--- src/rtl/wb_mst_pkg.sv ---
// Shared definitions for the Wishbone command master: bus widths, timeout defaults, FSM states.
package wb_mst_pkg;

    localparam int unsigned WB_ADDR_W = 17;
    localparam int unsigned WB_DATA_W = 32;
    localparam int unsigned WB_STB_W  = WB_DATA_W / 8;
    localparam int unsigned TMO_CNT_W = 8;

    localparam logic [TMO_CNT_W-1:0] TMO_CYCLES_DEF     = 8'd255;
    localparam logic [WB_DATA_W-1:0] TMO_READ_VALUE_DEF = 32'hBAD_FAB_AC;

    typedef enum logic [1:0] {
        IDLE = 2'd0,
        BUS  = 2'd1,
        RESP = 2'd2
    } mst_state_e;

endpackage

--- src/rtl/wb_mst_timeout_cntr.sv ---
// ACK-wait counter: cleared per transaction, counts while enabled, saturates at LIMIT.
module wb_mst_timeout_cntr #(
    parameter int unsigned       WIDTH = 8,
    parameter logic [WIDTH-1:0]  LIMIT = '1
) (
    input  logic clk,
    input  logic rst,
    input  logic clr,
    input  logic en,
    output logic expired_c
);

    logic [WIDTH-1:0] count_q;

    // Holding at LIMIT keeps the expired flag sticky and prevents wrap-around.
    always_ff @(posedge clk) begin
        if (rst) begin
            count_q <= '0;
        end else if (clr) begin
            count_q <= '0;
        end else if (en && (count_q != LIMIT)) begin
            count_q <= count_q + WIDTH'(1);
        end
    end

    assign expired_c = (count_q == LIMIT);

endmodule

--- src/rtl/wb_cmd_master.sv ---
// Wishbone classic initiator: one outstanding single read/write per command, with ACK timeout
// and a valid/ready response port.
module wb_cmd_master
    import wb_mst_pkg::*;
#(
    parameter int unsigned                      ADDRWIDTH          = WB_ADDR_W,
    parameter int unsigned                      DATAWIDTH          = WB_DATA_W,
    parameter int unsigned                      TIMEOUT_CNTR_WIDTH = TMO_CNT_W,
    parameter logic [TIMEOUT_CNTR_WIDTH-1:0]    TIMEOUT_CYCLES     = TIMEOUT_CNTR_WIDTH'(TMO_CYCLES_DEF),
    parameter logic [DATAWIDTH-1:0]             TIMEOUT_READ_VALUE = DATAWIDTH'(TMO_READ_VALUE_DEF)
) (
    input  logic                     WB_CLK,
    input  logic                     WB_RST,
    input  logic                     cmd_valid_i,
    output logic                     cmd_ready_o,
    input  logic                     cmd_we_i,
    input  logic [ADDRWIDTH-1:0]     cmd_adr_i,
    input  logic [DATAWIDTH/8-1:0]   cmd_byte_stb_i,
    input  logic [DATAWIDTH-1:0]     cmd_dat_i,
    output logic                     rsp_valid_o,
    input  logic                     rsp_ready_i,
    output logic [DATAWIDTH-1:0]     rsp_dat_o,
    output logic                     rsp_err_o,
    output logic [ADDRWIDTH-1:0]     WBs_ADR,
    output logic                     WBs_CYC,
    output logic                     WBs_STB,
    output logic                     WBs_WE,
    output logic                     WBs_RD,
    output logic [DATAWIDTH/8-1:0]   WBs_BYTE_STB,
    output logic [DATAWIDTH-1:0]     WBs_WR_DAT,
    input  logic [DATAWIDTH-1:0]     WBs_RD_DAT,
    input  logic                     WBs_ACK
);

    localparam int unsigned STB_W = DATAWIDTH / 8;

    mst_state_e state_q, state_d;

    logic                 cmd_ready_q, cmd_ready_d;
    logic                 cyc_q,       cyc_d;
    logic                 rd_q,        rd_d;
    logic                 we_q,        we_d;
    logic [ADDRWIDTH-1:0] adr_q,       adr_d;
    logic [STB_W-1:0]     stb_q,       stb_d;
    logic [DATAWIDTH-1:0] wdat_q,      wdat_d;
    logic                 rsp_valid_q, rsp_valid_d;
    logic [DATAWIDTH-1:0] rsp_dat_q,   rsp_dat_d;
    logic                 rsp_err_q,   rsp_err_d;

    logic cnt_clr;
    logic cnt_en;
    logic tmo_expired_c;

    wb_mst_timeout_cntr #(
        .WIDTH (TIMEOUT_CNTR_WIDTH),
        .LIMIT (TIMEOUT_CYCLES)
    ) u_timeout_cntr (
        .clk       (WB_CLK),
        .rst       (WB_RST),
        .clr       (cnt_clr),
        .en        (cnt_en),
        .expired_c (tmo_expired_c)
    );

    // State and all registered outputs; reset drops any in-flight cycle without a response.
    always_ff @(posedge WB_CLK) begin
        if (WB_RST) begin
            state_q     <= IDLE;
            cmd_ready_q <= 1'b1;
            cyc_q       <= 1'b0;
            rd_q        <= 1'b0;
            we_q        <= 1'b0;
            adr_q       <= '0;
            stb_q       <= '0;
            wdat_q      <= '0;
            rsp_valid_q <= 1'b0;
            rsp_dat_q   <= '0;
            rsp_err_q   <= 1'b0;
        end else begin
            state_q     <= state_d;
            cmd_ready_q <= cmd_ready_d;
            cyc_q       <= cyc_d;
            rd_q        <= rd_d;
            we_q        <= we_d;
            adr_q       <= adr_d;
            stb_q       <= stb_d;
            wdat_q      <= wdat_d;
            rsp_valid_q <= rsp_valid_d;
            rsp_dat_q   <= rsp_dat_d;
            rsp_err_q   <= rsp_err_d;
        end
    end

    // Next-state and next-output logic.
    always_comb begin
        state_d     = state_q;
        cmd_ready_d = cmd_ready_q;
        cyc_d       = cyc_q;
        rd_d        = rd_q;
        we_d        = we_q;
        adr_d       = adr_q;
        stb_d       = stb_q;
        wdat_d      = wdat_q;
        rsp_valid_d = rsp_valid_q;
        rsp_dat_d   = rsp_dat_q;
        rsp_err_d   = rsp_err_q;
        cnt_clr     = 1'b0;
        cnt_en      = 1'b0;

        unique case (state_q)
            IDLE: begin
                if (cmd_valid_i && cmd_ready_q) begin
                    cmd_ready_d = 1'b0;
                    cyc_d       = 1'b1;
                    rd_d        = ~cmd_we_i;
                    we_d        = cmd_we_i;
                    adr_d       = cmd_adr_i;
                    stb_d       = cmd_byte_stb_i;
                    wdat_d      = cmd_dat_i;
                    cnt_clr     = 1'b1;
                    state_d     = BUS;
                end
            end

            BUS: begin
                // An ACK arriving on the abort cycle still completes normally.
                if (WBs_ACK || tmo_expired_c) begin
                    cyc_d       = 1'b0;
                    rd_d        = 1'b0;
                    we_d        = 1'b0;
                    adr_d       = '0;
                    stb_d       = '0;
                    wdat_d      = '0;
                    rsp_valid_d = 1'b1;
                    state_d     = RESP;
                    if (WBs_ACK) begin
                        rsp_dat_d = we_q ? '0 : WBs_RD_DAT;
                        rsp_err_d = 1'b0;
                    end else begin
                        rsp_dat_d = TIMEOUT_READ_VALUE;
                        rsp_err_d = 1'b1;
                    end
                end else begin
                    cnt_en = 1'b1;
                end
            end

            RESP: begin
                if (rsp_ready_i) begin
                    rsp_valid_d = 1'b0;
                    cmd_ready_d = 1'b1;
                    state_d     = IDLE;
                end
            end

            default: begin
                state_d = IDLE;
            end
        endcase
    end

    assign cmd_ready_o  = cmd_ready_q;
    assign WBs_CYC      = cyc_q;
    assign WBs_STB      = cyc_q;
    assign WBs_RD       = rd_q;
    assign WBs_WE       = we_q;
    assign WBs_ADR      = adr_q;
    assign WBs_BYTE_STB = stb_q;
    assign WBs_WR_DAT   = wdat_q;
    assign rsp_valid_o  = rsp_valid_q;
    assign rsp_dat_o    = rsp_dat_q;
    assign rsp_err_o    = rsp_err_q;

endmodule
--- config.mk ---
export PLATFORM = sky130hd
export DESIGN_NAME = wb_cmd_master
export DESIGN_NICKNAME = d
export VERILOG_FILES = /design/src/rtl/wb_mst_pkg.sv /design/src/rtl/wb_mst_timeout_cntr.sv /design/src/rtl/wb_cmd_master.sv
export SDC_FILE = /design/constraint.sdc
export NUM_CORES = 1
export LEC_CHECK = 0
export BUFFER_PORTS_ARGS = -buffer_cell sky130_fd_sc_hd__buf_2
export CAP_MARGIN = 20
export CELL_PAD_IN_SITES_DETAIL_PLACEMENT = 0
export CELL_PAD_IN_SITES_GLOBAL_PLACEMENT = 1
export CORE_ASPECT_RATIO = 1.2
export CORE_UTILIZATION = 34
export CTS_BUF_LIST = sky130_fd_sc_hd__clkbuf_4 sky130_fd_sc_hd__clkbuf_8 sky130_fd_sc_hd__clkbuf_16
export DETAILED_ROUTE_END_ITERATION = 12
export PLACE_DENSITY = 0.89
export SETUP_SLACK_MARGIN = 0.1
export SYNTH_ARGS = -nofsm -noshare
export SYNTH_HDL_FRONTEND = slang
export SYNTH_SLANG_ARGS = --single-unit
--- constraint.sdc ---
create_clock -name WB_CLK -period 1.91 [get_ports WB_CLK]
set_input_delay 0.191 -clock WB_CLK [delete_from_list [all_inputs] [get_ports WB_CLK]]
set_output_delay 0.191 -clock WB_CLK [all_outputs]
set_load 0.05 [all_outputs]
==> out/results.ini, run 1 <==
[detailed_routing]
wl_per_cell_microns=14.3
drt-pass1-iter-count=4
postRouteAntennaNets=0
routed_wl_microns=11400
vias=4096
drtIter0Drc=179
drc=0
viasPerCell=5.13

[placement]
gp_congestion=0.746
portBuffers=182
hpwl_microns=7720

[sta]
rsz0062_at_grt=yes
setup_violations=0
finClkSkew_ns=0.00838
period_share_pct=87.8
period_needed_ns=1.68
max_freq_mhz=596
worst_pin_slew_ns=0.659
final_max_slew_viol_count=0
max_slew_margin_pct=56.0
whs_ns=0.0856
tns_ns=0
hold_viol=0

[cts]
clk_pin_slew_worst_paths_ns=0.07
clock_path_buffers=2
cts_tree=yes
numCtsBuffers=9
ctsHoldBuffers=0
worstSkewPairLatency_ns=0.34
cts_htree_levels=3
numClockSinks=101
root_buffer=clkbuf_16
cts-resized-gates=0
postCtsSetupBuffers=0

[power_and_ir_drop]
peakVddDrop_v=0.000373
powerDensity_nw_per_um2=943
p_leak_uw=0.00235

[grt]
grt_pass1_wl_microns=18700
grt_antenna_before_repair=0
grt.overflow.total=0
grt_max_degree=58
grt_usage_pct=17.7
grt_pass1_vias=3936

[die]
num_rows=44
dieArea_sq_um=12900
coreArea_sq_um=12100
fp.dieH_microns=124
ios=183
die_w_microns=104
start_util_pct=35.1

[layout]
multi_input_area_sq_um=1960
area_delta_synth_final_pct=30.6
seqCellArea_sq_um=2020
nNetsFinal=724
drive_gt1_share_pct=40.2
insertedDiodeCount=0
n_fill_cell=1221

[yosys]
yosysTopAreaCell=dfxtp_1
synthTopCellsByCount=a21oi_1 (106), dfxtp_1 (101), nand2_1 (72), o211ai_2 (28), o211ai_1 (27)
yosysSeqAreaShare_pct=47.6
ys_ff_latch=101
synthXorXnorAreaFrac_pct=0.412
syn_area_per_cell_sq_um=8.96
synth_cells=474
synth_compound_area_share_pct=31.4
yosysWarnings=0
synth_top_cells_by_area=dfxtp_1 (48%), a21oi_1 (12%), o211ai_2 (8.2%)
synth.net_count=566
async_flop_share_pct=0
synth_top_area_share_pct=47.6
synth_fa_ha_area_share_pct=0.295
yosysMostFrequentCell=a21oi_1
synth_mux_area_share_pct=0
synth_simple_gate_area_share_pct=13.8
yosysUniqueCellTypes=38
synth_top_family_by_area=compound AO/OA/AOI/OAI gates
synth_edf_count=0
yosys_most_used_dff=dfxtp_1
syn_area_sq_um=4250

[setup_path]
max_stage_delay_ns=0.34
cp_slowest_cell=dfxtp_1
worst_setup_path_end_kind=flip-flop
worstPathCellList=ha_1 > and4_4 > a41oi_4 > buf_12 > o211ai_1 > a21oi_1
critPathLaunchType=flip-flop
cp.arrival_ns=1.94
cp_max_fo=27
required_ns=2.17
crit_type=reg -> reg

[job]
drv_cap=0

[worst_hold_path]
min_path_type=in -> reg

[outcome]
status=complete, no violations

## flip-flops by register name, summed over array words and instances (netlist names)
name,flops
u_timeout_cntr.count_q,8
rsp_err_o,1
WBs_ADR,17
WBs_CYC,1
cmd_ready_o,1
WBs_WE,1
state_q,2
rsp_valid_o,1
WBs_WR_DAT,32
rsp_dat_o,32
WBs_BYTE_STB,4
WBs_RD,1
## area by class of cell
type,instances,area share [%]
Clock buffer,12,4.47
Clock inverter,4,0.609
Timing Repair Buffer,195,19.4
Multi-Input combinational cell,323,35.3
Sequential cell,101,36.5
Inverter,2,0.135
Tap cell,161,3.63
## worst max-delay path: cells and delay by family, from the launching register on
family | cells | cell delay (ns)
AND/OR/NAND/NOR | 1 | 0.22
AO/OA/AOI/OAI | 3 | 0.55
flip-flops | 1 | 0.34
adder cells (fa/ha/maj) | 1 | 0.23
buffers and inverters | 1 | 0.25
## cell usage in the layout (no fill, tap or decap), drive strengths merged, types with 7 or more instances in the layout
cell type	instances
buf	195
a21oi	116
dfxtp	101
nand2	72
o211ai	55
nor3	22
o21ai	17
clkbuf	12
nor2	8
nand3	7
## metal layers
metal,part of all wire (%),vias up,global-route usage [%]
met5,0,-,0
met3,7.0,13,4.92
met2,46,155,29.3
met1,45,1917,21.9
li1,-,2011,-
met4,1.6,0,6.22
## cells by family (layout without fill, tap and decap cells)
family,Yosys count,in the layout
AOI/OAI and AO/OA,195,195
xor gates and xnor gates,2,2
adders and majority gates,1,1
buffers and inverters,50,213
DFF,101,101
and+or+nand+nor,125,125
## path summary, 6_finish.rpt
kind / from / endpoint / slack, ns / depth (start not counted)
max: u_timeout_cntr.count_q[0] / WBs_WR_DAT[27] / 0.23 / 6
min: WBs_RD_DAT[26] / rsp_dat_o[26] / 0.09 / 3
max reg2reg: u_timeout_cntr.count_q[0] / WBs_WR_DAT[27] / 0.23 / 6
min reg2reg: rsp_valid_o / rsp_valid_o / 0.46 / 2
## where the power goes
part           internal, uW  switching, uW
registers              2230           77.2
clock network           940            796
logic                   333            853
## through the flow
step,cell area [sq um],instances,util [%],power [uW],setup slack (ns)
3_5_place_dp,5260,782,43.4,3550,0.163
2_1_floorplan,4250,474,-,3220,0.323
5_1_grt,5550,798,45.8,5470,0.0971
3_3_place_gp,5260,782,43.4,3520,0.239
6_report,5550,798,45.8,5230,0.233
4_1_cts,5540,798,45.8,5290,0.134
Note: power is estimated with default switching activity, not from simulation.
==> run 2, diff against run 1 <==
--- a/config.mk
+++ b/config.mk
@@ -5,7 +5,7 @@
 export SDC_FILE = /design/constraint.sdc
 export NUM_CORES = 1
 export LEC_CHECK = 0
-export BUFFER_PORTS_ARGS = -buffer_cell sky130_fd_sc_hd__buf_2
+export BUFFER_PORTS_ARGS = -buffer_cell sky130_fd_sc_hd__buf_4
 export CAP_MARGIN = 20
 export CELL_PAD_IN_SITES_DETAIL_PLACEMENT = 0
 export CELL_PAD_IN_SITES_GLOBAL_PLACEMENT = 1
==> out/results.ini, run 2 (synthesized netlist as in run 1, its figures left out) <==
[power_and_ir_drop]
p_leak_uw=0.00244  ; +3.8%
p_total_uw=5480  ; +4.9%
peakVddDrop_v=0.000474  ; +27%
powerDensity_nw_per_um2=910  ; -3.6%

[cts]
cts_tree=yes
worstSkewPairLatency_ns=0.33  ; about the same
ctsHoldBuffers=0  ; unchanged
cts_htree_levels=3  ; unchanged
numClockSinks=101  ; unchanged
clock_path_buffers=2  ; unchanged
numCtsBuffers=9  ; unchanged
clk_pin_slew_worst_paths_ns=0.07  ; about the same
root_buffer=clkbuf_16

[setup_path]
crit_type=reg -> reg
cp_slowest_cell=dfxtp_1
rrSetupSlack_ns=0.19  ; -0.04 ns
worst-path-buf-inv=1  ; unchanged
critPathLaunchType=flip-flop
cp.arrival_ns=1.99  ; +0.05 ns
worstPathCellList=ha_1 > and4_4 > a41oi_4 > buf_12 > o211ai_1 > a21oi_1
r2r_end=WBs_WR_DAT[26]
r2r-start=u_timeout_cntr.count_q[0]
r2r_cells=6  ; unchanged
max_stage_delay_ns=0.34  ; about the same
crit_family=compound AO/OA/AOI/OAI gates
cp_max_fo=41  ; +52%
worst_setup_path_end_kind=flip-flop
required_ns=2.18  ; about the same

[sta]
rsz0062_at_grt=yes
finClkSkew_ns=0.00664  ; -0.00174 ns
whs_ns=0.0945  ; +0.00887 ns
tns_ns=0  ; unchanged
final_max_slew_viol_count=0  ; unchanged
max_slew_margin_pct=56.5  ; +0.49 points
worst_pin_slew_ns=0.652  ; -0.00727 ns
period_share_pct=90.0  ; +2.2 points
max_freq_mhz=582  ; -2.4%
period_needed_ns=1.72  ; +0.0413 ns
setup_violations=0  ; unchanged
hold_viol=0  ; unchanged
worst_slack_ns=0.191  ; -0.0413 ns

[die]
coreArea_sq_um=12100  ; unchanged
start_util_pct=35.1  ; unchanged
die_w_microns=104  ; unchanged
fp.dieH_microns=124  ; unchanged
dieArea_sq_um=12900  ; unchanged
num_rows=44  ; unchanged
ios=183  ; unchanged

[detailed_routing]
wl_per_cell_microns=14.8  ; +3.2%
drc=0  ; unchanged
drt-pass1-iter-count=5  ; +1
routed_wl_microns=11800  ; +3.3%
vias=4112  ; +0.39%
drtIter0Drc=191  ; +6.7%
viasPerCell=5.15  ; +0.26%
postRouteAntennaNets=0  ; unchanged

[layout]
insertedDiodeCount=0  ; unchanged
final_cell_mix=buf_4 (191), a21oi_1 (106), dfxtp_1 (101)
nNetsFinal=725  ; +0.14%
area_delta_synth_final_pct=42.0
mostFrequentLayoutCell=buf_4
drive_gt1_share_pct=40.3  ; +0.094 points

[placement]
gp_congestion=0.741  ; -0.76%
hpwl_microns=8030  ; +4.0%
portBuffers=182  ; unchanged
post-place-ws_ns=0.209  ; +0.0462 ns

[job]
drv_cap=0  ; unchanged

[grt]
grt_pass1_vias=3964  ; +0.71%
grt_pass1_wl_microns=19500  ; +4.4%
grt.overflow.total=0  ; unchanged
grt_antenna_before_repair=0  ; unchanged
grt_usage_pct=18.3  ; +0.68 points
grt_max_degree=58  ; unchanged

[outcome]
status=complete, no violations

[worst_hold_path]
worstHoldPathCells=3  ; unchanged
hp-start=cmd_dat_i[23]
min_path_type=in -> reg
whs_endpoint=WBs_WR_DAT[23]

## run 2: stage by stage
step | instance area (sq um) | util, % | std cells
2_1_floorplan | 4250 | - | 474
4_1_cts | 6030 | 49.8 | 799
6_report | 6030 | 49.8 | 799
3_3_place_gp | 5720 | 47.2 | 783
3_5_place_dp | 5720 | 47.2 | 783
5_1_grt | 6030 | 49.8 | 799
## run 2: where the power goes
group | switching [uW] | total [uW] | leakage (uW) | internal, uW
clock network | 798 | 1860 | 0.000147 | 1060
logic | 855 | 1310 | 0.00147 | 454
registers | 84.0 | 2320 | 0.000824 | 2230
total | 1740 | 5480 | 0.00244 | 3750
## run 2: what timing repair did
item	in CTS	in global routing
setup buffers	0	0
setup endpoints to repair	0	4
gates resized for setup	0	0
## run 2: worst max-delay path by stage
stage / from / endpoint / depth (start not counted) / slack, ns
after global routing: u_timeout_cntr.count_q[0] / WBs_WR_DAT[14] / 6 / 0.1
after global placement: u_timeout_cntr.count_q[0] / WBs_WR_DAT[26] / 6 / 0.25
after floorplan: u_timeout_cntr.count_q[0] / rsp_err_o / 7 / 0.32
final: u_timeout_cntr.count_q[0] / WBs_WR_DAT[26] / 6 / 0.19
after CTS: u_timeout_cntr.count_q[0] / WBs_WR_DAT[25] / 6 / 0.19
after detailed placement: u_timeout_cntr.count_q[0] / WBs_WR_DAT[26] / 6 / 0.21
## run 2: cell type report
class	count	area [sq um]
inverters	2	7.51
clock inverters	6	70.1
clock buffers	10	239
multi-input cells	323	1960
repair buffers	196	1530
flip-flops and latches	101	2020
well taps	161	201
fillers	1151	6080
## run 2: worst min-delay path: stages
cell,delay (ns)
buf_4,0.11
nand2_1,0.04
a21oi_1,0.05
## run 2: metal layers
layer	part of all wire, %	track usage, %	vias up
li1	-	-	2022
met1	44	23.4	1925
met2	47	28.9	156
met3	7.7	5.86	9
met4	1.6	6.72	0
met5	0	0	-
==> run 3, diff against run 2 <==
--- a/config.mk
+++ b/config.mk
@@ -14,6 +14,7 @@
 export CTS_BUF_LIST = sky130_fd_sc_hd__clkbuf_4 sky130_fd_sc_hd__clkbuf_8 sky130_fd_sc_hd__clkbuf_16
 export DETAILED_ROUTE_END_ITERATION = 12
 export PLACE_DENSITY = 0.89
+export REMOVE_ABC_BUFFERS = 1
 export SETUP_SLACK_MARGIN = 0.1
 export SYNTH_ARGS = -nofsm -noshare
 export SYNTH_HDL_FRONTEND = slang
==> out/results.ini, run 3 (synthesized netlist as in run 1, its figures left out) <==
[cts]
clock_path_buffers=2  ; unchanged
root_buffer=clkbuf_16
cts_tree=yes
numClockSinks=101  ; unchanged
clk_pin_slew_worst_paths_ns=0.07  ; about the same
cts_htree_levels=3  ; unchanged
postCtsSetupBuffers=0  ; unchanged
worstSkewPairLatency_ns=0.34  ; about the same
numCtsBuffers=9  ; unchanged

[setup_path]
required_ns=2.18  ; about the same
cp.arrival_ns=2.02  ; +0.03 ns
crit_type=reg -> reg
worst_setup_path_end_kind=flip-flop
cp_max_fo=26  ; -37%
critPathLaunchType=flip-flop

[placement]
portBuffers=182  ; unchanged
hpwl_microns=8360  ; +4.1%
gp_congestion=0.849  ; +15%
placed_area_sq_um=5710  ; -0.13%
dp.cells=782  ; -0.13%

[grt]
grt.overflow.total=0  ; unchanged
grt_max_degree=58  ; unchanged
met1_usage_pct=20.4  ; -3.0 points
grt_antenna_before_repair=0  ; unchanged
met2_usage_pct=32.7  ; +3.9 points
grt_pass1_vias=3915  ; -1.2%
grt_pass1_wl_microns=19100  ; -1.9%
met3_usage_pct=3.98  ; -1.9 points
grt_usage_pct=18.3  ; -0.041 points
grt-busiest-layer=met2

[sta]
rsz0062_at_grt=yes
period_share_pct=91.3  ; +1.4 points
max_freq_mhz=573  ; -1.5%
worst_pin_slew_ns=0.624  ; -0.0281 ns
final_max_slew_viol_count=0  ; unchanged
finClkSkew_ns=0.00547  ; -0.00117 ns
setup_violations=0  ; unchanged
max_slew_margin_pct=58.4  ; +1.9 points
period_needed_ns=1.74  ; +0.0259 ns
hold_viol=0  ; unchanged

[layout]
nNetsFinal=725  ; unchanged
insertedDiodeCount=0  ; unchanged
mostFrequentLayoutCell=buf_4
fin_area_sq_um=6060  ; +0.48%
stdcell_count=799  ; unchanged
drive_gt1_share_pct=40.3  ; unchanged
area_delta_synth_final_pct=42.7
final_cell_mix=buf_4 (189), a21oi_1 (106), dfxtp_1 (101)

[power_and_ir_drop]
p_leak_uw=0.00246  ; +0.78%
clockPowerShare_pct=34.5  ; +0.6 points
powerDensity_nw_per_um2=915  ; +0.63%
swShare_pct=31.0  ; -0.63 points
peakVddDrop_v=0.000393  ; -17%
p_int_uw=3820  ; +2.0%
power.switching_uw=1720  ; -0.90%
comb_power_share_pct=23.8  ; about the same
power_frac_seq_pct=41.7  ; -0.5 points

[detailed_routing]
routed_wl_microns=12300  ; +4.3%
vias=4092  ; -0.49%
drc=0  ; unchanged
wl_per_cell_microns=15.4  ; +4.3%
drtIter0Drc=190  ; -0.52%
viasPerCell=5.12  ; -0.49%
postRouteAntennaNets=0  ; unchanged
drt-pass1-iter-count=4  ; -1

[die]
die_w_microns=104  ; unchanged
num_rows=44  ; unchanged
fp.dieH_microns=124  ; unchanged
ios=183  ; unchanged
dieArea_sq_um=12900  ; unchanged
coreArea_sq_um=12100  ; unchanged
start_util_pct=35.1  ; unchanged

[worst_hold_path]
min_path_type=in -> reg

[job]
drv_cap=0  ; unchanged

[outcome]
status=complete, no violations

run 3: stage by stage:
stage / total power, uW / util, % / hold slack [ns] / worst slack, ns / TNS, ns
after floorplan: 3130 / - / 0.253 / -1.41 / -82.58
after global placement: 3660 / 47.2 / 0.439 / 0.245 / 0
after detailed placement: 3670 / 47.2 / 0.447 / 0.198 / 0
after CTS: 5590 / 49.8 / 0.0809 / 0.173 / 0
after global routing: 5770 / 50.0 / 0.0923 / 0.0730 / 0
final: 5550 / 50.0 / 0.0910 / 0.165 / 0
run 3: final cells by class:
| cell class | count | area [sq um] |
|---|---|---|
| Inverter | 2 | 7.51 |
| Clock buffer | 13 | 274 |
| Sequential cell | 101 | 2020 |
| Fill cell | 1194 | 6050 |
| Clock inverter | 3 | 42.5 |
| Multi-Input combinational cell | 323 | 1960 |
| Timing Repair Buffer | 196 | 1560 |
| Tap cell | 161 | 201 |
run 3: repair_timing:
action | CTS | global route
hold buffers | 0 | 0
setup endpoints to repair | 0 | 28
gates resized for setup | 0 | 2
run 3: metal layers:
| layer | part of all wire [%] | vias to the layer above | wire [microns] |
|---|---|---|---|
| li1 | - | 2016 | - |
| met1 | 40 | 1931 | 4940 |
| met2 | 53 | 124 | 6480 |
| met3 | 4.8 | 21 | 592 |
| met4 | 2.3 | 0 | 279 |
| met5 | 0 | - | 0 |
run 3: path summary, 6_finish.rpt:
| kind | start | to | slack, ns | cells after the start |
|---|---|---|---|---|
| worst max-delay path | u_timeout_cntr.count_q[0] | WBs_WR_DAT[17] | 0.17 | 6 |
| worst min-delay path | cmd_dat_i[23] | WBs_WR_DAT[23] | 0.09 | 3 |
| worst max register to register | u_timeout_cntr.count_q[0] | WBs_WR_DAT[17] | 0.17 | 6 |
| worst min register to register | rsp_valid_o | rsp_valid_o | 0.47 | 2 |
run 3: worst max-delay path: stages (launching register included):
cell	delay [ns]
dfxtp_1	0.34
ha_1	0.24
and4_4	0.22
a41oi_4	0.32
clkbuf_16	0.30
o211ai_1	0.10
a21oi_1	0.16
run 3: power groups by stage:
stage / Combinational, uW / Clock, uW / Sequential [uW]
2_1_floorplan: 355 / 0 / 2780
3_5_place_dp: 1310 / 0 / 2360
6_report: 1320 / 1910 / 2310
5_1_grt: 1390 / 2050 / 2330
3_3_place_gp: 1300 / 0 / 2360
4_1_cts: 1310 / 1960 / 2310
